## src/rtl/data_mem_port.sv

```systemverilog
// data_mem_port: load/store initiator for a single-port synchronous data RAM.
// Optional byte-lane access (read-modify-write byte stores) is built when DMP_BYTE_ACCESS_EN is defined.
module data_mem_port #(
  parameter int DATA_W = 32,
  parameter int RAM_AW = 6,
  parameter int RD_LAT = 1
) (
  input  logic              clk,
  input  logic              rst,
  input  logic              req_valid,
  output logic              req_ready,
  input  logic              req_write,
  input  logic              req_byte,
  input  logic [RAM_AW+1:0] req_addr,
  input  logic [DATA_W-1:0] req_wdata,
  output logic              resp_valid,
  output logic [DATA_W-1:0] resp_rdata,
  output logic              ram_we,
  output logic [RAM_AW-1:0] ram_addr,
  output logic [DATA_W-1:0] ram_din,
  input  logic [DATA_W-1:0] ram_dout
);

  typedef enum logic [2:0] {
    IDLE  = 3'd0,
    ISSUE = 3'd1,
    WAIT  = 3'd2,
`ifdef DMP_BYTE_ACCESS_EN
    WRITE = 3'd3,
`endif
    RESP  = 3'd4
  } state_t;

  localparam logic [1:0] RD_LAT_M1 = 2'(RD_LAT - 1);

  state_t              state_r, state_s;
  logic [1:0]          cnt_r, cnt_s;
  logic                write_r, write_s;
  logic                req_ready_r, req_ready_s;
  logic                resp_valid_r, resp_valid_s;
  logic [DATA_W-1:0]   resp_rdata_r, resp_rdata_s;
  logic                ram_we_r, ram_we_s;
  logic [RAM_AW-1:0]   ram_addr_r, ram_addr_s;
  logic [DATA_W-1:0]   ram_din_r, ram_din_s;
  logic                word_store_s;
  logic                req_word_store_s;

`ifdef DMP_BYTE_ACCESS_EN
  logic                byte_r, byte_s;
  logic [1:0]          lane_r, lane_s;

  function automatic logic [DATA_W-1:0] merge_byte(input logic [DATA_W-1:0] word,
                                                   input logic [7:0]        b,
                                                   input logic [1:0]        lane);
    logic [DATA_W-1:0] w;
    w = word;
    w[int'(lane)*8 +: 8] = b;
    return w;
  endfunction

  function automatic logic [DATA_W-1:0] pick_byte(input logic [DATA_W-1:0] word,
                                                  input logic [1:0]        lane);
    return {{(DATA_W-8){1'b0}}, word[int'(lane)*8 +: 8]};
  endfunction

  assign word_store_s     = write_r & ~byte_r;
  assign req_word_store_s = req_write & ~req_byte;
`else
  logic unused_s;
  assign unused_s         = ^{req_byte, req_addr[1:0]};
  assign word_store_s     = write_r;
  assign req_word_store_s = req_write;
`endif

  // Next-state and next-output decode; every output is registered below.
  always_comb begin
    state_s      = state_r;
    cnt_s        = cnt_r;
    write_s      = write_r;
    ram_we_s     = 1'b0;
    resp_valid_s = 1'b0;
    ram_addr_s   = ram_addr_r;
    ram_din_s    = ram_din_r;
    resp_rdata_s = resp_rdata_r;
`ifdef DMP_BYTE_ACCESS_EN
    byte_s       = byte_r;
    lane_s       = lane_r;
`endif
    case (state_r)
      IDLE: begin
        if (req_valid && req_ready_r) begin
          state_s    = ISSUE;
          cnt_s      = 2'd0;
          write_s    = req_write;
          ram_addr_s = req_addr[RAM_AW+1:2];
          ram_din_s  = req_wdata;
          ram_we_s   = req_word_store_s;
`ifdef DMP_BYTE_ACCESS_EN
          byte_s     = req_byte;
          lane_s     = req_addr[1:0];
`endif
        end else begin
          state_s = IDLE;
        end
      end
      ISSUE: begin
        if (word_store_s) begin
          state_s      = RESP;
          resp_valid_s = 1'b1;
          resp_rdata_s = {DATA_W{1'b0}};
        end else begin
          state_s = WAIT;
        end
      end
      WAIT: begin
        // ram_dout is valid on the last count of the read latency
        if (cnt_r == RD_LAT_M1) begin
`ifdef DMP_BYTE_ACCESS_EN
          if (write_r) begin
            state_s   = WRITE;
            ram_we_s  = 1'b1;
            ram_din_s = merge_byte(ram_dout, ram_din_r[7:0], lane_r);
          end else begin
            state_s      = RESP;
            resp_valid_s = 1'b1;
            resp_rdata_s = byte_r ? pick_byte(ram_dout, lane_r) : ram_dout;
          end
`else
          state_s      = RESP;
          resp_valid_s = 1'b1;
          resp_rdata_s = ram_dout;
`endif
        end else begin
          cnt_s = cnt_r + 2'd1;
        end
      end
`ifdef DMP_BYTE_ACCESS_EN
      WRITE: begin
        state_s      = RESP;
        resp_valid_s = 1'b1;
        resp_rdata_s = {DATA_W{1'b0}};
      end
`endif
      RESP: begin
        state_s = IDLE;
      end
      default: begin
        state_s = IDLE;
      end
    endcase
    req_ready_s = (state_s == IDLE);
  end

  // State and registered outputs; reset abandons any transaction in flight.
  always_ff @(posedge clk or posedge rst) begin
    if (rst) begin
      state_r      <= IDLE;
      cnt_r        <= 2'd0;
      write_r      <= 1'b0;
      req_ready_r  <= 1'b0;
      resp_valid_r <= 1'b0;
      resp_rdata_r <= {DATA_W{1'b0}};
      ram_we_r     <= 1'b0;
      ram_addr_r   <= {RAM_AW{1'b0}};
      ram_din_r    <= {DATA_W{1'b0}};
`ifdef DMP_BYTE_ACCESS_EN
      byte_r       <= 1'b0;
      lane_r       <= 2'd0;
`endif
    end else begin
      state_r      <= state_s;
      cnt_r        <= cnt_s;
      write_r      <= write_s;
      req_ready_r  <= req_ready_s;
      resp_valid_r <= resp_valid_s;
      resp_rdata_r <= resp_rdata_s;
      ram_we_r     <= ram_we_s;
      ram_addr_r   <= ram_addr_s;
      ram_din_r    <= ram_din_s;
`ifdef DMP_BYTE_ACCESS_EN
      byte_r       <= byte_s;
      lane_r       <= lane_s;
`endif
    end
  end

  assign req_ready  = req_ready_r;
  assign resp_valid = resp_valid_r;
  assign resp_rdata = resp_rdata_r;
  assign ram_we     = ram_we_r;
  assign ram_addr   = ram_addr_r;
  assign ram_din    = ram_din_r;

endmodule

```

## config.mk

```make
export PLATFORM = sky130hd
export DESIGN_NAME = data_mem_port
export DESIGN_NICKNAME = d
export VERILOG_FILES = /design/src/rtl/data_mem_port.sv
export SDC_FILE = /design/constraint.sdc
export NUM_CORES = 1
export LEC_CHECK = 0
export ABC_AREA = 1
export ABC_CLOCK_PERIOD_IN_PS = 3150
export CORE_MARGIN = 5
export CORE_UTILIZATION = 42
export CTS_CLUSTER_SIZE = 30
export DETAILED_ROUTE_END_ITERATION = 12
export GPL_TIMING_DRIVEN = 0
export PLACE_DENSITY = 0.81
export REMOVE_ABC_BUFFERS = 1
export SKIP_LAST_GASP = 1
export SLEW_MARGIN = 20
export SYNTH_ARGS = -nofsm -noshare
export SYNTH_HDL_FRONTEND = slang
export SYNTH_SLANG_ARGS = --single-unit
```

## constraint.sdc

```tcl
create_clock -name clk -period 3.15 [get_ports clk]
set_input_delay 0.315 -clock clk [delete_from_list [all_inputs] [get_ports clk]]
set_output_delay 0.315 -clock clk [all_outputs]
set_load 0.01 [all_outputs]
```

==> results.cfg, run 1 <==
[status]
status = complete, no violations

[synth]
yosysUniqueCellTypes = 18
ys_seq_area_share_pct = 59.2
yosysWarningCount = 0
synth_seq_cells = 79
mappedNetlistArea_mm2 = 0.00334
avgSynthCellArea_um2 = 8.18
synthCells = 408

[critical_path]
r2r_end = ram_din[17]
r2r_start = state_r[0]
rr_worst_depth = 5
crit_path_top_delay_cell = inv_2
crit_chain = nor2_4 -> nand3_2 -> inv_2 -> nand2_1 -> nand2_1
crit_fanout = 43
r2r_setup_slack_ns = 0.66
cp.arrival_ns = 2.76
start_kind = flip-flop
end_kind = flip-flop
crit_path_max_incr_delay_ns = 0.80
critical_path.most_common_cell = nand2_1
worstPathRequired_ns = 3.42
worstSetupPathType = reg -> reg
path_buf_inv = 1
crit_family = simple AND/OR/NAND/NOR gates
path_depth = 5

[drt]
drt_iter0_drc = 109
drt_wl_total_um = 9040
wire_per_inst_um = 13.8
first_pass_iters = 4
route.vias.total = 3038
drc = 0
ant_nets = 0
vias_per_cell = 4.65

[sta]
relSlewSlack_pct = 27.3
slew_viol_final = 0
fin_crit_ns = 2.49
setup_tns_ns = 0
worstMarginPinSlew_ns = 1.09
hold_slack_ns = 0.357
fin_worst_skew_ns = 0.00567
fmax_mhz = 402
finalCritPeriodShare_pct = 79.1
hold_viol = 0
setup_viol = 0
rsz0062_at_grt = no

[placed_design]
dp_hpwl_um = 6410
finalWeightedCongestion = 0.848
portBuffers = 146

[cts]
cts.sinks = 79
clock_latency_ns = 0.33
ctsResizeCount = 0
post_cts_buffers = 0
root_buffer = clkbuf_8
hold_buffers = 0
clk_path_buf_depth = 2
htreeDepth = 3
numCtsBuffers = 9
clk_pin_slew_ns = 0.08
cts_tree = done

[floorplanning]
core-area_mm2 = 0.00773
start_util_pct = 43.2
io_pins = 150
die_x_um = 99.2
fp-row-count = 32
dieHeight_um = 99.2
dieArea_mm2 = 0.00983

[layout]
final_nets = 624
area.growth.synth_to_final_pct = 51.4
multi_input_area_mm2 = 0.00110
antennaDiodeCount = 0
layout_common_cells = nand2_1, clkdlybuf4s50_1, dfrtp_1
nFillCells = 625
area.sequential_mm2 = 0.00198
mostFrequentLayoutCell = nand2_1
utilization_pct = 65.4
drive_gt1_share_pct = 4.54

[hold_path]
min_path_type = in -> async

[power]
vdd_drop_max_uv = 422
power_density_mw_per_mm2 = 942
p_leak_nw = 2.64

[grt]
grt_usage_pct = 18.4
grt_pass1_wl_um = 14500
grt_overflow = 0
antenna_found_initial = 0
grt_pass1_vias = 2993
grt_max_degree = 44

[flow_run]
cap_viol_max_count = 0
## cell type report
cell class / instances / share of cell area [%]
Inverter: 41 / 3.09
Timing Repair Buffer: 147 / 29.3
Clock buffer: 10 / 2.53
Sequential cell: 79 / 39.1
Multi-Input combinational cell: 268 / 21.7
Tap cell: 102 / 2.53
Clock inverter: 6 / 1.68
## layer usage
layer / track usage, % / wire (um) / part of all wire [%] / vias up
met3: 7.85 / 1090 / 12 / 12
met1: 24.3 / 4120 / 46 / 1388
met4: 5.78 / 110 / 1.2 / 0
met2: 27.6 / 3710 / 41 / 142
met5: 0 / 0 / 0 / -
li1: - / - / - / 1496
## how the worst max path moves through the flow
stage                           from              to  slack, ns
after floorplan                  rst        cnt_r[0]       0.81
after global placement           rst  resp_rdata[13]      -0.42
after detailed placement   req_valid     ram_addr[1]       0.44
after CTS                 state_r[0]     ram_din[17]       0.67
after global routing      state_r[0]     ram_addr[1]       0.45
final                     state_r[0]     ram_din[17]       0.66
## registers in the layout, indices dropped and copies added, names as in the netlist
signal and flops:
ram_din 32, resp_rdata 32, ram_addr 6, state_r 3, cnt_r 2, ram_we 1, req_ready 1, resp_valid 1
word_store_s 1
## cells in the mapped netlist (all sizes together)
cell type  count  area, um^2
nand4          2        12.5
buf           16        93.8
clkbuf         4        15.0
nand3         40         215
ha             1        12.5
dfrtp         79        1980
o21ai          1        5.00
inv           41         154
nor2          36         145
nand2        188         708
## report_power, final
part | leakage [nW] | switching [mW] | internal, mW
Combinational | 1.50 | 1.15 | 1.09
Clock | 0.102 | 0.354 | 0.444
Sequential | 1.03 | 0.251 | 1.47
Total | 2.64 | 1.76 | 3.01
## logic make-up after synthesis
family	count (synthesis)	synth area share, %
and+or+nand+nor	266	32.4
DFF	79	59.2
buffers and inverters	61	7.87
AOI/OAI and AO/OA	1	0.150
adders and majority gates	1	0.375
## through the flow
step | setup slack [ns] | power, mW | area [um^2] | instances
after floorplan | 0.812 | 2.73 | 3230 | 388
after global placement | -0.423 | 3.94 | 4820 | 636
after detailed placement | 0.438 | 4.01 | 4840 | 637
after CTS | 0.665 | 4.83 | 5050 | 653
after global routing | 0.448 | 5.11 | 5050 | 653
final | 0.660 | 4.76 | 5050 | 653
(Power assumes the default switching activity.)
==> inputs of run 2 (changes only) <==
Settings changed: ABC_CLOCK_PERIOD_IN_PS 3150 to 2450.
Clock period 3.15 ns to 2.45 ns, I/O delays scaled along.
==> results.cfg, run 2 (same netlist as run 1, synthesis figures left out) <==
[status]
status = complete, no violations

[sta]
worstMarginPinSlew_ns = 1.07
hold_viol = 0
slew_viol_final = 0
rsz0062_at_grt = no
setup_viol = 0
fin_worst_skew_ns = 0.00579
fmax_mhz = 463
fin_ws_ns = 0.289
finalCritPeriodShare_pct = 88.2
setup_tns_ns = 0
relSlewSlack_pct = 28.5
fin_crit_ns = 2.16

[cts]
clk_path_buf_depth = 2
post_cts_buffers = 0
clock_latency_ns = 0.33
hold_buffers = 0
root_buffer = clkbuf_8
cts.sinks = 79
clk_pin_slew_ns = 0.08
htreeDepth = 3
numCtsBuffers = 9
cts_tree = done

[critical_path]
critical_path.most_common_cell = nand2_1
start_kind = flip-flop
crit_path_top_delay_cell = nand3_2
crit_family = simple AND/OR/NAND/NOR gates
path_depth = 5
crit_fanout = 34
crit_path_max_incr_delay_ns = 0.64
cp.arrival_ns = 2.43
worstPathRequired_ns = 2.72
end_kind = flip-flop
path_buf_inv = 0
worstSetupPathType = reg -> reg
rr_worst_depth = 5
crit_chain = nor2_4 -> nand3_2 -> nand2_4 -> nand2_1 -> nand2_1

[grt]
antenna_found_initial = 0
grt_usage_pct = 18.4
grt_max_degree = 44
grt_overflow = 0
grt_pass1_wl_um = 14500
grt_pass1_vias = 3000

[power]
p_leak_nw = 2.64
vdd_drop_max_uv = 546
power_density_mw_per_mm2 = 1210

[floorplanning]
dieArea_mm2 = 0.00983
dieHeight_um = 99.2
core-area_mm2 = 0.00773
io_pins = 150
start_util_pct = 43.2
die_x_um = 99.2
fp-row-count = 32

[drt]
drt_wl_total_um = 9030
route.vias.total = 3056
drc = 0
wire_per_inst_um = 13.8
drt_iter0_drc = 103
first_pass_iters = 4
vias_per_cell = 4.68
ant_nets = 0

[placed_design]
portBuffers = 146
post-place-ws_ns = -0.192
dp_hpwl_um = 6410
finalWeightedCongestion = 0.848

[layout]
layout_common_cells = nand2_1, clkdlybuf4s50_1, dfrtp_1
mostFrequentLayoutCell = nand2_1
drive_gt1_share_pct = 4.54
antennaDiodeCount = 0
final_nets = 624
area.growth.synth_to_final_pct = 51.8

[flow_run]
cap_viol_max_count = 0

[hold_path]
min_path_type = in -> async
[run 2: per-layer routing]
metal  wire, um  vias up  track usage [%]
met3       1120       14             7.85
met5          0        -                0
li1           -     1497                -
met4        113        0             5.78
met1       4030     1398             24.4
met2       3770      147             27.6
[run 2: stage by stage]
| stage | util (%) | cells | hold WS [ns] | total power [mW] | area (um^2) |
|---|---|---|---|---|---|
| after CTS | 65.4 | 653 | 0.290 | 6.21 | 5060 |
| after floorplan | - | 388 | 0.355 | 3.51 | 3230 |
| after global routing | 65.6 | 653 | 0.318 | 6.59 | 5070 |
| after global placement | 62.4 | 636 | 0.460 | 5.06 | 4820 |
| after detailed placement | 62.6 | 637 | 0.466 | 5.15 | 4840 |
| final | 65.6 | 653 | 0.286 | 6.14 | 5070 |
[run 2: final timing paths]
kind / from / endpoint / slack (ns)
min: rst / resp_rdata[0] / 0.29
max in group asynchronous: rst / state_r[1] / 1.57
max: state_r[0] / resp_rdata[12] / 0.29
min in group clk: req_wdata[16] / ram_din[16] / 0.45
max reg2reg: state_r[0] / resp_rdata[12] / 0.29
min reg2reg: ram_din[3] / ram_din[3] / 0.48
[run 2: repair_timing]
action,CTS,global route
endpoints found under the setup margin,3,68
resized for setup,1,2
gates cloned,0,0
[run 2: report_power, final]
group          internal (mW)  switching, mW
logic                   1.40           1.50
clock network          0.571          0.454
registers               1.90          0.324
[run 2: area by class of cell]
| type | instances | area, um^2 |
|---|---|---|
| clock inverter | 6 | 85.1 |
| tap | 102 | 128 |
| inverter | 41 | 159 |
| fill | 622 | 2660 |
| sequential | 79 | 1980 |
| timing repair buffer | 147 | 1480 |
| clock buffer | 10 | 128 |
| multi-input combinational | 268 | 1110 |
==> inputs of run 3 (changes only) <==
Settings changed: RECOVER_POWER set to 100.
==> results.cfg, run 3 (same netlist as run 1, synthesis figures left out) <==
[grt]
antenna_found_initial = 0
grt_usage_pct = 18.4
grt_pass1_vias = 3000
grt_max_degree = 44
grt_pass1_wl_um = 14500
grt_overflow = 0

[power]
vdd_drop_max_uv = 519
p_sw_share_pct = 37.9
power_switching_mw = 2.24
clock_power_share_pct = 17.4
p_leak_nw = 2.80
combPwrFrac_pct = 45.5
internal_power_mw = 3.66
power_density_mw_per_mm2 = 1170
seqPwrFrac_pct = 37.1

[floorplanning]
core-area_mm2 = 0.00773
start_util_pct = 43.2
dieHeight_um = 99.2
die_x_um = 99.2
fp-row-count = 32
io_pins = 150
dieArea_mm2 = 0.00983

[drt]
drt_wl_total_um = 8980
ant_nets = 0
wire_per_inst_um = 13.8
drc = 0
vias_per_cell = 4.66
first_pass_iters = 4
route.vias.total = 3040
drt_iter0_drc = 110

[layout]
drive_gt1_share_pct = 4.36
mostFrequentLayoutCell = nand2_1
final_nets = 624
layout_common_cells = nand2_1, dfrtp_1, dlygate4sd3_1
antennaDiodeCount = 0
area.growth.synth_to_final_pct = 51.7

[cts]
cts.sinks = 79
clock_latency_ns = 0.33
hold_buffers = 0
numCtsBuffers = 9
root_buffer = clkbuf_8
clk_pin_slew_ns = 0.08
htreeDepth = 3
cts_tree = done
clk_path_buf_depth = 2

[critical_path]
crit_fanout = 34
end_kind = flip-flop
start_kind = flip-flop
worstSetupPathType = reg -> reg
worstPathRequired_ns = 2.72
cp.arrival_ns = 2.40

[placed_design]
post-place-ws_ns = -0.192
dp_hpwl_um = 6410
portBuffers = 146
finalWeightedCongestion = 0.848

[sta]
relSlewSlack_pct = 0.0648
slew_viol_final = 0
setup_tns_ns = 0
fin_worst_skew_ns = 0.00517
rsz0062_at_grt = no
fin_ws_ns = 0.316
finalCritPeriodShare_pct = 87.1
fin_crit_ns = 2.13
hold_viol = 0
fmax_mhz = 469
worstMarginPinSlew_ns = 1.50
setup_viol = 0

[status]
status = finished with violations
violations = capacitance limit

[flow_run]
cap_viol_max_count = 1

[hold_path]
min_path_type = in -> reg
-- run 3: changes by cell type in the layout (fill, tap and decap cells not counted), sizes merged --
cell,delta
clkdlybuf4s50,-74
dlygate4sd3,+74
-- run 3: timing repair --
action                                  in CTS  in global routing
endpoints found under the setup margin       3                 68
cloned                                       0                  0
gates resized for setup                      1                  2
setup buffers                                0                  0
hold endpoints to repair                     0                  0
-- run 3: worst max-delay path: stages, from the launching register on --
cell     delay [ns]
dfrtp_1        0.42
nor2_4         0.23
nand3_2        0.62
nand2_4        0.60
nand2_1        0.11
nand2_1        0.08
-- run 3: power by group through the flow --
stage               logic (mW)  registers [mW]  clock network (mW)
floorplan                 1.02            2.49                   0
detailed placement        2.91            2.24                   0
global route              2.97            2.27                1.12
global placement          2.85            2.21                   0
finish                    2.68            2.19                1.03
CTS                       2.93            2.22                1.06
-- run 3: path summary, 6_finish.rpt --
| path | from | endpoint | slack, ns | cells past startpoint |
|---|---|---|---|---|
| setup / recovery | state_r[0] | resp_rdata[12] | 0.32 | 5 |
| hold / removal | req_wdata[3] | ram_din[3] | 0.45 | 3 |
| setup reg to reg | state_r[0] | resp_rdata[12] | 0.32 | 5 |
| hold reg to reg | ram_din[3] | ram_din[3] | 0.48 | 2 |
| max in group asynchronous | rst | resp_rdata[20] | 0.77 | 2 |
| min in group asynchronous | rst | resp_rdata[0] | 0.79 | 2 |
-- run 3: stage by stage --
stage / utilization (%) / hold WS [ns] / power, mW / cells / cell area [um^2]
6_report: 65.5 / 0.448 / 5.90 / 653 / 5060
3_3_place_gp: 62.4 / 0.460 / 5.06 / 636 / 4820
2_1_floorplan: - / 0.355 / 3.51 / 388 / 3230
5_1_grt: 65.5 / 0.415 / 6.36 / 653 / 5060
4_1_cts: 65.4 / 0.290 / 6.21 / 653 / 5060
3_5_place_dp: 62.6 / 0.466 / 5.15 / 637 / 4840
-- run 3: layout make-up --
type                    instances  area (um^2)
fillers                       624         2660
flip-flops and latches         79         1980
repair buffers                147         1480
multi-input cells             268         1110
inverters                      41          154
clock buffers                  10          128
well taps                     102          128
clock inverters                 6         85.1
-- run 3: metal layers --
layer	vias up	GRT usage, %	routed length, um
li1	1503	-	-
met1	1384	24.4	4040
met4	0	5.78	110
met3	12	7.85	1070
met5	-	0	0
met2	141	27.6	3760
